==> src/rtl/cpu_pkg.sv <==
// Shared CPU control encodings: hazard-controller FSM states, stall causes
// and the load-use hazard detector used by the pipeline control logic.
package cpu_pkg;

    localparam logic [1:0] ST_RUN      = 2'd0;
    localparam logic [1:0] ST_DIV_WAIT = 2'd1;
    localparam logic [1:0] ST_MEM_WAIT = 2'd2;

    typedef enum logic [2:0] {
        CAUSE_NONE    = 3'd0,
        CAUSE_FLUSH   = 3'd1,
        CAUSE_MEM     = 3'd2,
        CAUSE_DIV     = 3'd3,
        CAUSE_LOADUSE = 3'd4,
        CAUSE_BRANCH  = 3'd5
    } stall_cause_e;

    // Register 0 is hardwired to zero, so a load targeting it never creates a hazard.
    function automatic logic load_use_hazard(input logic       memread,
                                             input logic [4:0] wreg,
                                             input logic [4:0] rs,
                                             input logic [4:0] rt);
        return memread && (wreg != 5'd0) && ((wreg == rs) || (wreg == rt));
    endfunction

endpackage

==> src/rtl/div_cycle_cnt.sv <==
// Divide occupancy counter: loads the cycle budget, counts down to zero and
// reports when it has reached zero.
module div_cycle_cnt #(
    parameter int CNT_W = 6
) (
    input  logic             clk,
    input  logic             rst,
    input  logic             clr,
    input  logic             load,
    input  logic             dec,
    input  logic [CNT_W-1:0] load_val,
    output logic             zero
);

    logic [CNT_W-1:0] cnt;

    always_ff @(posedge clk) begin
        if (rst || clr) begin
            cnt <= '0;
        end else if (load) begin
            cnt <= load_val;
        end else if (dec && (cnt != '0)) begin
            cnt <= cnt - CNT_W'(1);
        end
    end

    assign zero = (cnt == '0);

endmodule

==> src/rtl/pipe_hazard_ctrl.sv <==
// Five-stage pipeline hazard controller: stage enables/clears for exceptions,
// memory waits, multi-cycle divides, load-use stalls and taken branches.
// Optional stall-cycle performance counter enabled by PIPE_HAZARD_CTRL_PERF_EN.
module pipe_hazard_ctrl
    import cpu_pkg::*;
#(
    parameter int DIV_CYCLES = 32,
    parameter int CNT_W      = 6
) (
    input  logic       clk,
    input  logic       rst,
    input  logic [4:0] d_rs,
    input  logic [4:0] d_rt,
    input  logic       e_memread,
    input  logic [4:0] e_wreg,
    input  logic       d_branch_taken,
    input  logic       e_div_start,
    input  logic       mem_req,
    input  logic       mem_ack,
    input  logic       exc_flush,
    output logic       en_fd,
    output logic       en_de,
    output logic       en_em,
    output logic       en_mw,
    output logic       clr_fd,
    output logic       clr_de,
    output logic       clr_em,
    output logic       clr_mw,
    output logic       div_busy,
    output logic       div_done
`ifdef PIPE_HAZARD_CTRL_PERF_EN
    ,
    output logic [31:0] perf_stall_cnt
`endif
);

    logic [1:0]   state;
    logic [1:0]   state_nxt;
    stall_cause_e cause;
    logic         mem_hold;
    logic         div_hold;
    logic         div_finish;
    logic         launch;
    logic         load_use;
    logic         cnt_zero;

    assign load_use   = load_use_hazard(e_memread, e_wreg, d_rs, d_rt);
    assign mem_hold   = ((state == ST_RUN) && mem_req && !mem_ack) ||
                        ((state == ST_MEM_WAIT) && !mem_ack);
    assign div_hold   = (state == ST_DIV_WAIT) && !cnt_zero;
    assign div_finish = (state == ST_DIV_WAIT) && cnt_zero;

    // The finishing divide is still in E, so its start flag must not relaunch it;
    // a memory-ack cycle is an advancing cycle and may launch a deferred divide.
    always_comb begin
        cause     = CAUSE_NONE;
        state_nxt = ST_RUN;
        if (exc_flush) begin
            cause = CAUSE_FLUSH;
        end else if (mem_hold) begin
            cause     = CAUSE_MEM;
            state_nxt = ST_MEM_WAIT;
        end else if (div_hold || (!div_finish && e_div_start)) begin
            cause     = CAUSE_DIV;
            state_nxt = ST_DIV_WAIT;
        end else if (load_use) begin
            cause = CAUSE_LOADUSE;
        end else if (d_branch_taken) begin
            cause = CAUSE_BRANCH;
        end
    end

    assign launch = (cause == CAUSE_DIV) && (state != ST_DIV_WAIT);

    always_comb begin
        {en_fd, en_de, en_em, en_mw}     = 4'b1111;
        {clr_fd, clr_de, clr_em, clr_mw} = 4'b0000;
        div_busy = 1'b0;
        div_done = 1'b0;
        if (rst) begin
            {en_fd, en_de, en_em, en_mw}     = 4'b0000;
            {clr_fd, clr_de, clr_em, clr_mw} = 4'b1111;
        end else begin
            case (cause)
                CAUSE_FLUSH:   {clr_fd, clr_de, clr_em, clr_mw} = 4'b1111;
                CAUSE_MEM:     {en_fd, en_de, en_em, en_mw} = 4'b0000;
                CAUSE_DIV: begin
                    {en_fd, en_de, en_em, en_mw}     = 4'b0001;
                    {clr_fd, clr_de, clr_em, clr_mw} = 4'b0001;
                end
                CAUSE_LOADUSE: begin
                    en_fd  = 1'b0;
                    clr_de = 1'b1;
                end
                CAUSE_BRANCH:  clr_fd = 1'b1;
                default: ;
            endcase
            div_busy = (state == ST_DIV_WAIT) || launch;
            div_done = div_finish && !exc_flush;
        end
    end

    always_ff @(posedge clk) begin
        if (rst) begin
            state <= ST_RUN;
        end else begin
            state <= state_nxt;
        end
    end

    div_cycle_cnt #(
        .CNT_W (CNT_W)
    ) u_div_cnt (
        .clk      (clk),
        .rst      (rst),
        .clr      (exc_flush),
        .load     (launch),
        .dec      (div_hold),
        .load_val (CNT_W'(DIV_CYCLES - 1)),
        .zero     (cnt_zero)
    );

`ifdef PIPE_HAZARD_CTRL_PERF_EN
    always_ff @(posedge clk) begin
        if (rst) begin
            perf_stall_cnt <= '0;
        end else if (!en_fd) begin
            perf_stall_cnt <= perf_stall_cnt + 32'd1;
        end
    end
`endif

endmodule

==> config.mk <==
export PLATFORM = sky130hd
export DESIGN_NAME = pipe_hazard_ctrl
export DESIGN_NICKNAME = d
export VERILOG_FILES = /design/src/rtl/cpu_pkg.sv /design/src/rtl/div_cycle_cnt.sv /design/src/rtl/pipe_hazard_ctrl.sv
export SDC_FILE = /design/constraint.sdc
export NUM_CORES = 1
export LEC_CHECK = 0
export BUFFER_PORTS_ARGS = -buffer_cell sky130_fd_sc_hd__buf_2
export CAP_MARGIN = 40
export CORE_UTILIZATION = 47
export CTS_CLUSTER_DIAMETER = 100
export DETAILED_ROUTE_END_ITERATION = 10
export PLACE_DENSITY = 0.88
export SLEW_MARGIN = 20
export SYNTH_ARGS = -nofsm -noshare
export SYNTH_HDL_FRONTEND = slang
export SYNTH_SLANG_ARGS = --single-unit
==> constraint.sdc <==
create_clock -name clk -period 4.8 [get_ports clk]
set_clock_uncertainty 0.05 [all_clocks]
set_input_delay 1.44 -clock clk [delete_from_list [all_inputs] [get_ports clk]]
set_output_delay 1.44 -clock clk [all_outputs]
set_load 0.03 [all_outputs]
# Word-level counts from Yosys, hierarchy flattened
# Index checks and enable logic that the tools add are counted.
dict set report totals {
  reg_bits 8
  latchBits 0
  ramBits 0
  mem_bits_ro 0
  in_bits 23
  output_inout_bits 10
  elab_cells 73
  n_memories 0
}
dict set report op_classes {
  addsub 1
  mul 0
  div 0
  order_cmp 0
  eq_ne 10
  shift 0
  muxes 25
  bitwise 0
  reduce_logical 33
}
# operator count
set ops {}
lappend ops {{1-bit 2-to-1 mux} 17}
lappend ops {{3-bit 2-to-1 mux} 5}
lappend ops {{2-bit OR reduction} 6}
lappend ops {{1-bit logical AND} 11}
lappend ops {{5-bit == test} 2}
lappend ops {{5-bit 2-to-1 mux} 2}
lappend ops {{3-bit by 2-bit == test with 1-bit output, second input constant} 2}
lappend ops {{3-bit == test, second input constant} 2}
lappend ops {{6-bit zero test} 1}
lappend ops {{6-bit nonzero test} 1}
lappend ops {{3-bit OR reduction} 2}
lappend ops {{6-bit by 1-bit subtractor with 6-bit output, second input constant} 1}
lappend ops {{1-bit logical OR} 5}
lappend ops {{5-bit nonzero test} 1}
lappend ops {{1-bit zero test} 4}
lappend ops {{3-bit by 1-bit == test with 1-bit output, second input constant} 1}
lappend ops {{2-bit by 1-bit == test with 1-bit output, second input constant} 1}
lappend ops {{2-bit == test, second input constant} 1}
lappend ops {{2-bit zero test} 1}
lappend ops {{2-bit 2-to-1 mux} 1}
lappend ops {{2-bit by 1-bit inequality test with 1-bit output, second input constant} 1}
lappend ops {{2-bit nonzero test} 1}

# Longest topological paths before layout
# Gate-level depths: netlist of run 1.
dict set report depth {
  depth_word 12
  ltp_mapped 7
  depth_no_buf 6
}

# By module
# From an unflattened synthesis of run 1, not the netlist that was laid out.
dict set report hier_totals {
  hier_cells 95
  area_unflattened_um2 715.7
}
# mod instances cells_each area_per_inst_um2
set modules_own_cells {}
lappend modules_own_cells {pipe_hazard_ctrl 1 53 369.1}
lappend modules_own_cells {div_cycle_cnt 1 42 346.6}

# Worst setup path after synthesis of run 1
# No wires, ideal clock.
dict set report synth_path {
  kind {input to output}
  start {input port e_wreg[1]}
  end {output port clr_fd}
  arrival_time_ns 2.965
  t_required_ns 3.310
  path_slack_ns 0.345
  cell_stages 4
  path_cell_list {or4_1 > o21ai_1 > nor2_1 > a211oi_1}
}
dict set report synth_via {
  elab_chain_cells 11
  word_cells_on_any_way 15
  classes_between {eq/ne (4); mux (6); reduce/logical (5)}
}
# element line
set synth_lines {}
lappend synth_lines {{from (decl)} pipe_hazard_ctrl.sv:15} ;# input logic [4:0] e_wreg,
lappend synth_lines {{5-bit == test / 5-bit nonzero test (equally long branches)} cpu_pkg.sv:23} ;# return memread && (wreg != 5'd0) && ((wreg == rs) || (wreg == rt));
lappend synth_lines {{1-bit logical OR / 1-bit logical AND (equally long branches)} cpu_pkg.sv:23}
lappend synth_lines {{1-bit logical AND (*)} cpu_pkg.sv:23}
lappend synth_lines {{3-bit 2-to-1 mux (*)} pipe_hazard_ctrl.sv:66} ;# end else if (load_use) begin
lappend synth_lines {{3-bit 2-to-1 mux (*)} pipe_hazard_ctrl.sv:63} ;# end else if (div_hold || (!div_finish && e_div_start)) begin
lappend synth_lines {{3-bit 2-to-1 mux (*)} pipe_hazard_ctrl.sv:60} ;# end else if (mem_hold) begin
lappend synth_lines {{3-bit 2-to-1 mux (*)} pipe_hazard_ctrl.sv:58} ;# if (exc_flush) begin
lappend synth_lines {{3-bit by 1-bit == test with 1-bit output / 3-bit == test (equally long branches)} pipe_hazard_ctrl.sv:84} ;# case (cause)
lappend synth_lines {{2-bit OR reduction (no source line) (*)} -}
lappend synth_lines {{1-bit 2-to-1 mux (*)} pipe_hazard_ctrl.sv:84}
lappend synth_lines {{1-bit 2-to-1 mux (*)} pipe_hazard_ctrl.sv:80} ;# if (rst) begin
lappend synth_lines {{to (decl)} pipe_hazard_ctrl.sv:25} ;# output logic clr_fd,
# Every way passes the cells marked *; elsewhere a longest branch is shown, timed or not.

# Worst setup path in the final report of run 1
# Ends and elaborated chain as after synthesis.

==> run_results.csv, run 1 <==
group,metric,value,unit
cts,clock_sinks,8,
synthesis,yosysMostFrequentCell,"xnor2_1",
global_route,grt_pass1_wl,2.12,mm
synthesis,synth.avg_cell_area,8.11,sq um
floorplan,fp-row-count,13,
detailed_routing,wirelength,1.48,mm
placed_design,place.gp.congestion,0.739,
global_route,grt_pass1_vias,564,
synthesis,yosysTopAreaCell,"dfxtp_1",
flow_run,drv_cap,0,
floorplan,core_area,1300,sq um
synthesis,synthFlopType,"dfxtp_1",
pwr,p_sw_share,32.4,%
synthesis,async_flop_share,0,%
cts,cts_hold_buffers,0,
timing,max_freq,233,MHz
setup_path,worstPathRequired,3.31,ns
outcome,status,"finished, final reports clean",
timing,finalHoldViolations,0,
synthesis,synth_area,657,sq um
cts,cts_buffer_depth,2,
global_route,grt_max_degree,13,
cts,clkTransAtPathRegs,0.05,ns
cells_and_area,final_util,64.7,%
cts,cts_resized,0,
setup_path,worstSetupStartpointType,"primary input",
floorplan,die_h,39.4,um
timing,period_share,89.4,%
cells_and_area,area_growth,28.2,%
detailed_routing,drtIter0Drc,7,
synthesis,ys_types,33,
placed_design,dp_hpwl,1.22,mm
floorplan,die_area,1550,sq um
global_route,gr-total-overflow,0,
detailed_routing,ant_nets,0,
detailed_routing,dr_wl_met3,68,um
synthesis,netlist_top_cells_count,"xnor2_1, nor2_1, dfxtp_1",
cts,h-tree-depth,1,
pwr,leakage,0.371,nW
detailed_routing,dr_wl_met2,803,um
timing,period_minus_slack,4.29,ns
detailed_routing,via_per_inst,5.38,
cells_and_area,fin_cells,128,
worst_hold_path,hp-class,"register to register",
cells_and_area,nNetsFinal,139,
detailed_routing,highest_layer,"met4",
detailed_routing,drt_pass1_iterations,4,
synthesis,syn_nets,105,
synthesis,yosysWarnings,0,
pwr,p_per_area,222,nW/um^2
detailed_routing,m1WireLength,605,um
synthesis,syn_inst,81,
pwr,power.share.sequential,38.2,%
setup_path,worstPathMaxFanout,3,
setup_path,cp-end-kind,"primary output",
floorplan,boundaryPins,33,
setup_path,worst_ep_arrival_time,2.80,ns
cells_and_area,nFillCells,117,
timing,relSlewSlack,70.2,%
floorplan,start_util,50.5,%
synthesis,synth_area_leaders,"dfxtp_1, xnor2_1, nor2_1",
global_route,antenna_found_initial,0,
cells_and_area,regArea,160,sq um
detailed_routing,wire_per_inst,11.6,um
pwr,clkPwrFrac,26.1,%
cts,root_buffer,"clkbuf_4",
timing,tns,0,ns
synthesis,synth_top_area_share,24.4,%
cts,clk_latency,0.25,ns
synthesis,ys_seq_elements,8,
cts,cts_tree,"done",
cts,post_cts_buffers,0,
placed_design,portBuffers,32,
pwr,switchingPower,0.0605,mW
pwr,peakVddDrop,99.5,uV
synthesis,seq_area_frac_synth,24.4,%
pwr,pwr-share-comb,35.7,%
timing,rsz0062_at_grt,"false",
synthesis,synth_edf_count,0,
global_route,grt_usage,20.8,%
timing,setup_viol,0,
placed_design,dp.cells,125,
cells_and_area,n_antenna_cell,0,
detailed_routing,drcViolationCount,0,
cells_and_area,layout-drive-gt1-share,37.2,%
cells_and_area,multi_input_area,462,sq um
pwr,p_int,0.126,mW
timing,worst_pin_slew,0.448,ns
timing,finalMaxSlewViolations,0,
cts,numCtsBuffers,3,
setup_path,critPathKind,"primary input to primary output",
floorplan,fp.dieW,39.4,um
detailed_routing,vias,689,
## stage by stage
| stage | setup WS (ns) | instance area (sq um) | power, mW | hold WS [ns] |
|---|---|---|---|---|
| 6_report | 0.509 | 842 | 0.187 | 0.558 |
| 5_1_grt | 0.404 | 842 | 0.201 | 0.591 |
| 4_1_cts | 0.500 | 842 | 0.190 | 0.560 |
| 3_5_place_dp | 0.497 | 820 | 0.139 | 0.547 |
| 3_3_place_gp | 0.528 | 820 | 0.137 | 0.525 |
| 2_1_floorplan | 0.345 | 657 | 0.118 | 0.502 |
## power groups by stage
stage	Combinational, mW	Sequential (mW)	Clock (mW)
after floorplan	0.0461	0.0720	0
after global placement	0.0649	0.0723	0
after detailed placement	0.0667	0.0726	0
after CTS	0.0670	0.0712	0.0516
after global routing	0.0722	0.0713	0.0577
final	0.0667	0.0714	0.0487
## cell type report
type | count | share of cell area, %
clock buffers | 3 | 2.67
inverters | 5 | 2.23
multi-input cells | 65 | 54.8
flip-flops and latches | 8 | 19.0
well taps | 15 | 2.23
repair buffers | 32 | 19.0
## metal layers
layer	GRT usage (%)	vias to the layer above
li1	-	349
met4	7.76	0
met3	6.82	2
met5	0	-
met2	43.3	29
met1	17.4	309
## kinds of logic after synthesis
family	after synthesis	share of synthesized area (%)
mux	1	1.71
simple gates	30	27.6
compound gates	18	19.0
fa+ha+maj	1	1.90
buf+inv	8	5.33
flops	8	24.4
xor+xnor	15	20.0
## sequential cells by signal, indices dropped and copies added, names as in the netlist
signal,flops
u_div_cnt.cnt,6
state,2
## critical path: stages
cell,delay [ns]
buf_2,0.12
or4_1,0.51
o21ai_1,0.20
nor2_1,0.06
a211oi_1,0.24
buf_2,0.23
## placed cells by master, fill, tap and decap left out, drive strengths merged, types with 2 or more instances in the layout
master and n:
nor2 11, or3 2, nand3 2, buf 32, inv 5, dfxtp 8, clkbuf 3, nand2 3
a211oi 4, xnor2 14, nor3 3, a21oi 7
## final timing paths
| check | startpoint | to | slack [ns] | depth (start not counted) |
|---|---|---|---|---|
| worst max-delay path | e_wreg[1] | clr_fd | 0.51 | 6 |
| worst min-delay path | u_div_cnt.cnt[1] | u_div_cnt.cnt[1] | 0.56 | 3 |
| worst max register to register | u_div_cnt.cnt[0] | u_div_cnt.cnt[1] | 2.99 | 6 |
| worst min register to register | u_div_cnt.cnt[1] | u_div_cnt.cnt[1] | 0.56 | 3 |
Power figures use the tool's default switching activity.
==> inputs of run 2 (changes only) <==
- CORE_MARGIN: unset -> 3
- CORE_UTILIZATION: 47 -> 44
- PLACE_DENSITY: 0.88 -> 0.84
- clock period: 4.8 -> 4 ns (I/O delays scaled with it)
==> run_results.csv, run 2 (synthesis results as in run 1) <==
group,metric,value,unit
detailed_routing,drt_pass1_iterations,3,
floorplan,core_area,1350,sq um
global_route,grt_pass1_vias,700,
floorplan,die_area,1990,sq um
global_route,use_met1,16.1,%
detailed_routing,drtIter0Drc,1,
pwr,p_per_area,265,nW/um^2
setup_path,path_depth,6,
setup_path,worstPathRequired,2.75,ns
setup_path,regToRegEndpoint,"u_div_cnt.cnt[1]",
timing,worst_pin_slew,0.449,ns
cells_and_area,largest_reg_flops,6,
floorplan,start_util,48.7,%
setup_path,crit_slowest_cell,"or4_1",
outcome,status,"finished, final reports clean",
floorplan,die_h,44.6,um
timing,period_minus_slack,3.81,ns
cts,cts_buffer_depth,2,
cells_and_area,layout_common_cells,"buf_2, xnor2_1, nor2_1, dfxtp_1, a21oi_1",
global_route,grt_usage,17.9,%
cts,cts_hold_buffers,0,
setup_path,cp-end-kind,"primary output",
cts,root_buffer,"clkbuf_4",
flow_run,drv_cap,0,
cells_and_area,final_area,850,sq um
setup_path,critPathKind,"primary input to primary output",
cells_and_area,n_antenna_cell,0,
detailed_routing,wire_per_inst,11.6,um
setup_path,reg2reg_from,"u_div_cnt.cnt[0]",
detailed_routing,vias,677,
setup_path,worstSetupStartpointType,"primary input",
global_route,gr-total-overflow,0,
cts,cts_tree,"done",
setup_path,cp_cell_sequence,"buf_2 -> or4_1 -> o21ai_1 -> nor2_1 -> a211oi_1 -> buf_2",
global_route,grtUsageMet2,35.5,%
pwr,leakage,0.375,nW
detailed_routing,via_per_inst,5.25,
setup_path,rrSetupSlack,2.27,ns
cells_and_area,regMostFlops,"u_div_cnt.cnt",
timing,rsz0062_at_grt,"false",
cells_and_area,nNetsFinal,140,
cells_and_area,layout-drive-gt1-share,37.7,%
cts,cts_resized,0,
detailed_routing,wirelength,1.50,mm
setup_path,cp_top_family,"simple AND/OR/NAND/NOR gates",
setup_path,worst_ep_arrival_time,2.56,ns
detailed_routing,ant_nets,0,
cells_and_area,largestRegisters,"u_div_cnt.cnt x6, state x2",
timing,period_share,95.1,%
timing,relSlewSlack,70.0,%
timing,setup_viol,0,
cts,numCtsBuffers,3,
pwr,total_power,0.226,mW
setup_path,cp_slowest_stage_delay,0.51,ns
global_route,antenna_found_initial,0,
placed_design,place.gp.congestion,0.815,
setup_path,reg2regPathDepth,6,
setup_path,worstPathMaxFanout,3,
cts,post_cts_buffers,0,
cts,clk_latency,0.25,ns
cts,h-tree-depth,1,
setup_path,crit_buf_inv,2,
timing,tns,0,ns
floorplan,fp.dieW,44.6,um
setup_path,crit_path_end,"clr_fd",
timing,finalMaxSlewViolations,0,
cells_and_area,final_util,62.9,%
global_route,met3_usage,4.47,%
placed_design,placed_area,827,sq um
global_route,grt_busiest_layer,"met2",
global_route,grt_pass1_wl,2.59,mm
cells_and_area,nFillCells,132,
pwr,peakVddDrop,111,uV
timing,timing.hold.ws,0.541,ns
placed_design,dp_hpwl,1.28,mm
placed_design,portBuffers,32,
timing,max_freq,263,MHz
cells_and_area,area_growth,29.3,%
setup_path,cpMostUsedCell,"buf_2",
floorplan,boundaryPins,33,
worst_hold_path,hp-class,"register to register",
floorplan,fp-row-count,13,
timing,finalHoldViolations,0,
detailed_routing,drcViolationCount,0,
cells_and_area,final_common_cell,"buf_2",
cts,clock_sinks,8,
setup_path,crit_start,"e_wreg[1]",
global_route,grt_max_degree,13,
cts,clkTransAtPathRegs,0.05,ns
run 2: cell count changes in the layout (fill, tap and decap cells not counted):
cell,before,now
buf_4,0,1
run 2: worst min path at each step:
stage,startpoint,to,slack (ns),cells after the start
floorplan,u_div_cnt.cnt[0],u_div_cnt.cnt[0],0.50,2
global placement,u_div_cnt.cnt[0],u_div_cnt.cnt[0],0.52,2
detailed placement,u_div_cnt.cnt[0],u_div_cnt.cnt[0],0.53,2
CTS,u_div_cnt.cnt[0],u_div_cnt.cnt[0],0.54,2
global route,u_div_cnt.cnt[0],u_div_cnt.cnt[0],0.58,2
finish,u_div_cnt.cnt[0],u_div_cnt.cnt[0],0.54,2
run 2: routing by layer:
layer / vias to the layer above / routed length [um]
met5: - / 0
met4: 0 / 18
met3: 2 / 99
met2: 25 / 824
met1: 299 / 555
li1: 351 / -
run 2: power breakdown:
group | switching (mW) | internal, mW | leakage (nW)
sequential | 0.00273 | 0.0826 | 0.0650
clock | 0.0253 | 0.0342 | 0.0138
combinational | 0.0453 | 0.0354 | 0.296
total | 0.0733 | 0.152 | 0.375
run 2: final cells by class:
class                           instances  area (sq um)  share of cell area, %
Clock buffer                            3          22.5                   2.65
Inverter                                5          18.8                   2.21
Multi-Input combinational cell         65           462                   54.3
Sequential cell                         8           160                   18.9
Tap cell                               15          18.8                   2.21
Timing Repair Buffer                   33           168                   19.7
run 2: per-stage QoR:
stage	setup slack (ns)	cells
5_1_grt	0.0689	129
4_1_cts	0.198	129
2_1_floorplan	0.0253	81
3_5_place_dp	0.195	126
3_3_place_gp	0.229	126
6_report	0.195	129
run 2: worst reg2reg max path, cell delays in order, from the launching register on:
cell and delay, ns:
dfxtp_1 0.36, inv_1 0.05, ha_1 0.21, nor3b_2 0.19, a21oi_1 0.31, mux2_2 0.37
a21oi_1 0.13
==> inputs of run 3 (changes only) <==
- CORE_MARGIN: 3 -> 2
- CORE_UTILIZATION: 44 -> 35
- PLACE_DENSITY: 0.84 -> 0.7
==> run_results.csv, run 3 (synthesis results as in run 1) <==
group,metric,value,unit
floorplan,die_area,2240,sq um
setup_path,critPathKind,"primary input to primary output",
placed_design,portBuffers,32,
cts,numCtsBuffers,3,
setup_path,worst_ep_arrival_time,2.56,ns
global_route,grt_max_degree,13,
cts,cts_buffer_depth,2,
setup_path,cp_slowest_stage_delay,0.52,ns
detailed_routing,wire_per_inst,10.4,um
setup_path,worstPathRequired,2.75,ns
detailed_routing,wirelength,1.45,mm
floorplan,die_h,47.3,um
floorplan,fp.dieW,47.3,um
placed_design,placed_area,840,sq um
detailed_routing,drt_pass1_iterations,3,
cells_and_area,largestRegisters,"u_div_cnt.cnt x6, state x2",
floorplan,fp-row-count,15,
cts,clk_latency,0.25,ns
pwr,p_per_area,262,nW/um^2
cells_and_area,area_growth,31.2,%
placed_design,dp_hpwl,1.20,mm
detailed_routing,ant_nets,0,
global_route,grt_usage,14.9,%
pwr,pwr-share-comb,35.5,%
detailed_routing,vias,675,
pwr,total_power,0.226,mW
cts,cts_resized,0,
timing,max_freq,262,MHz
timing,setup_ws,0.188,ns
placed_design,place.gp.congestion,0.796,
setup_path,cp_cell_sequence,"buf_2 -> or4_1 -> o21ai_1 -> nor2_1 -> a211oi_1 -> buf_2",
timing,rsz0062_at_grt,"false",
cts,h-tree-depth,1,
setup_path,worstPathMaxFanout,3,
pwr,switchingPower,0.0736,mW
global_route,antenna_found_initial,0,
detailed_routing,via_per_inst,4.86,
timing,relSlewSlack,71.0,%
cells_and_area,final_area,862,sq um
timing,period_minus_slack,3.81,ns
cts,post_cts_buffers,0,
floorplan,core_area,1750,sq um
floorplan,boundaryPins,33,
setup_path,cp-end-kind,"primary output",
placed_design,dp_slack,0.193,ns
timing,period_share,95.3,%
cells_and_area,nFillCells,169,
cts,clkTransAtPathRegs,0.05,ns
cells_and_area,layout_common_cells,"buf_2, xnor2_1, nor2_1, dfxtp_1, a21oi_1",
pwr,p_sw_share,32.6,%
setup_path,cpMostUsedCell,"buf_2",
pwr,peakVddDrop,136,uV
timing,finalHoldViolations,0,
global_route,grt_pass1_wl,2.42,mm
outcome,status,"finished, final reports clean",
setup_path,crit_slowest_cell,"or4_1",
global_route,gr-total-overflow,0,
floorplan,start_util,37.6,%
cells_and_area,regMostFlops,"u_div_cnt.cnt",
timing,tns,0,ns
detailed_routing,drcViolationCount,0,
cells_and_area,largest_reg_flops,6,
worst_hold_path,hp-class,"register to register",
timing,setup_viol,0,
pwr,clkPwrFrac,26.6,%
setup_path,worstSetupStartpointType,"primary input",
pwr,power.share.sequential,37.9,%
cells_and_area,final_common_cell,"buf_2",
timing,worst_pin_slew,0.435,ns
cells_and_area,nNetsFinal,140,
pwr,p_int,0.152,mW
global_route,grt_pass1_vias,630,
cts,cts_tree,"done",
timing,finalMaxSlewViolations,0,
pwr,leakage,0.375,nW
cells_and_area,n_antenna_cell,0,
cts,cts_hold_buffers,0,
cts,clock_sinks,8,
cts,root_buffer,"clkbuf_4",
cells_and_area,layout-drive-gt1-share,37.7,%
flow_run,drv_cap,0,
detailed_routing,drtIter0Drc,1,
[run 3: routing by layer]
metal  up-vias  wire, um  global-route usage, %  part of all wire, %
li1        349         -                      -                    -
met1       300       568                   15.8                   39
met2        24       763                   28.6                   53
met3         2       102                   5.38                  7.1
met4         0        12                   1.67                 0.83
met5         -         0                      0                    0
[run 3: worst paths after layout]
| kind | startpoint | endpoint | slack (ns) | cells after the start |
|---|---|---|---|---|
| setup / recovery | e_wreg[1] | clr_fd | 0.19 | 6 |
| hold / removal | u_div_cnt.cnt[0] | u_div_cnt.cnt[0] | 0.55 | 2 |
| setup reg to reg | u_div_cnt.cnt[0] | u_div_cnt.cnt[1] | 2.26 | 6 |
| hold reg to reg | u_div_cnt.cnt[0] | u_div_cnt.cnt[0] | 0.55 | 2 |
[run 3: cell type report]
class	instances	area, sq um	area share [%]
multi-input cells	65	462	53.6
repair buffers	33	168	19.4
flip-flops and latches	8	160	18.6
well taps	25	31.3	3.63
clock buffers	3	22.5	2.61
inverters	5	18.8	2.18
[run 3: through the flow]
stage | instances | hold WS (ns) | util (%)
3_5_place_dp | 136 | 0.535 | 48.1
2_1_floorplan | 81 | 0.502 | -
6_report | 139 | 0.548 | 49.4
4_1_cts | 139 | 0.545 | 49.4
3_3_place_gp | 136 | 0.516 | 48.1
5_1_grt | 139 | 0.578 | 49.4
[run 3: power by group through the flow]
stage / sequential [mW] / combinational, mW / clock, mW
2_1_floorplan: 0.0864 / 0.0553 / 0
3_3_place_gp: 0.0869 / 0.0794 / 0
3_5_place_dp: 0.0871 / 0.0808 / 0
4_1_cts: 0.0854 / 0.0810 / 0.0625
5_1_grt: 0.0856 / 0.0881 / 0.0671
6_report: 0.0855 / 0.0802 / 0.0601
[run 3: critical path: cells and delay by family]
kind	cells	cell delay [ns]
compound gates	2	0.43
buf+inv	2	0.35
simple gates	2	0.58
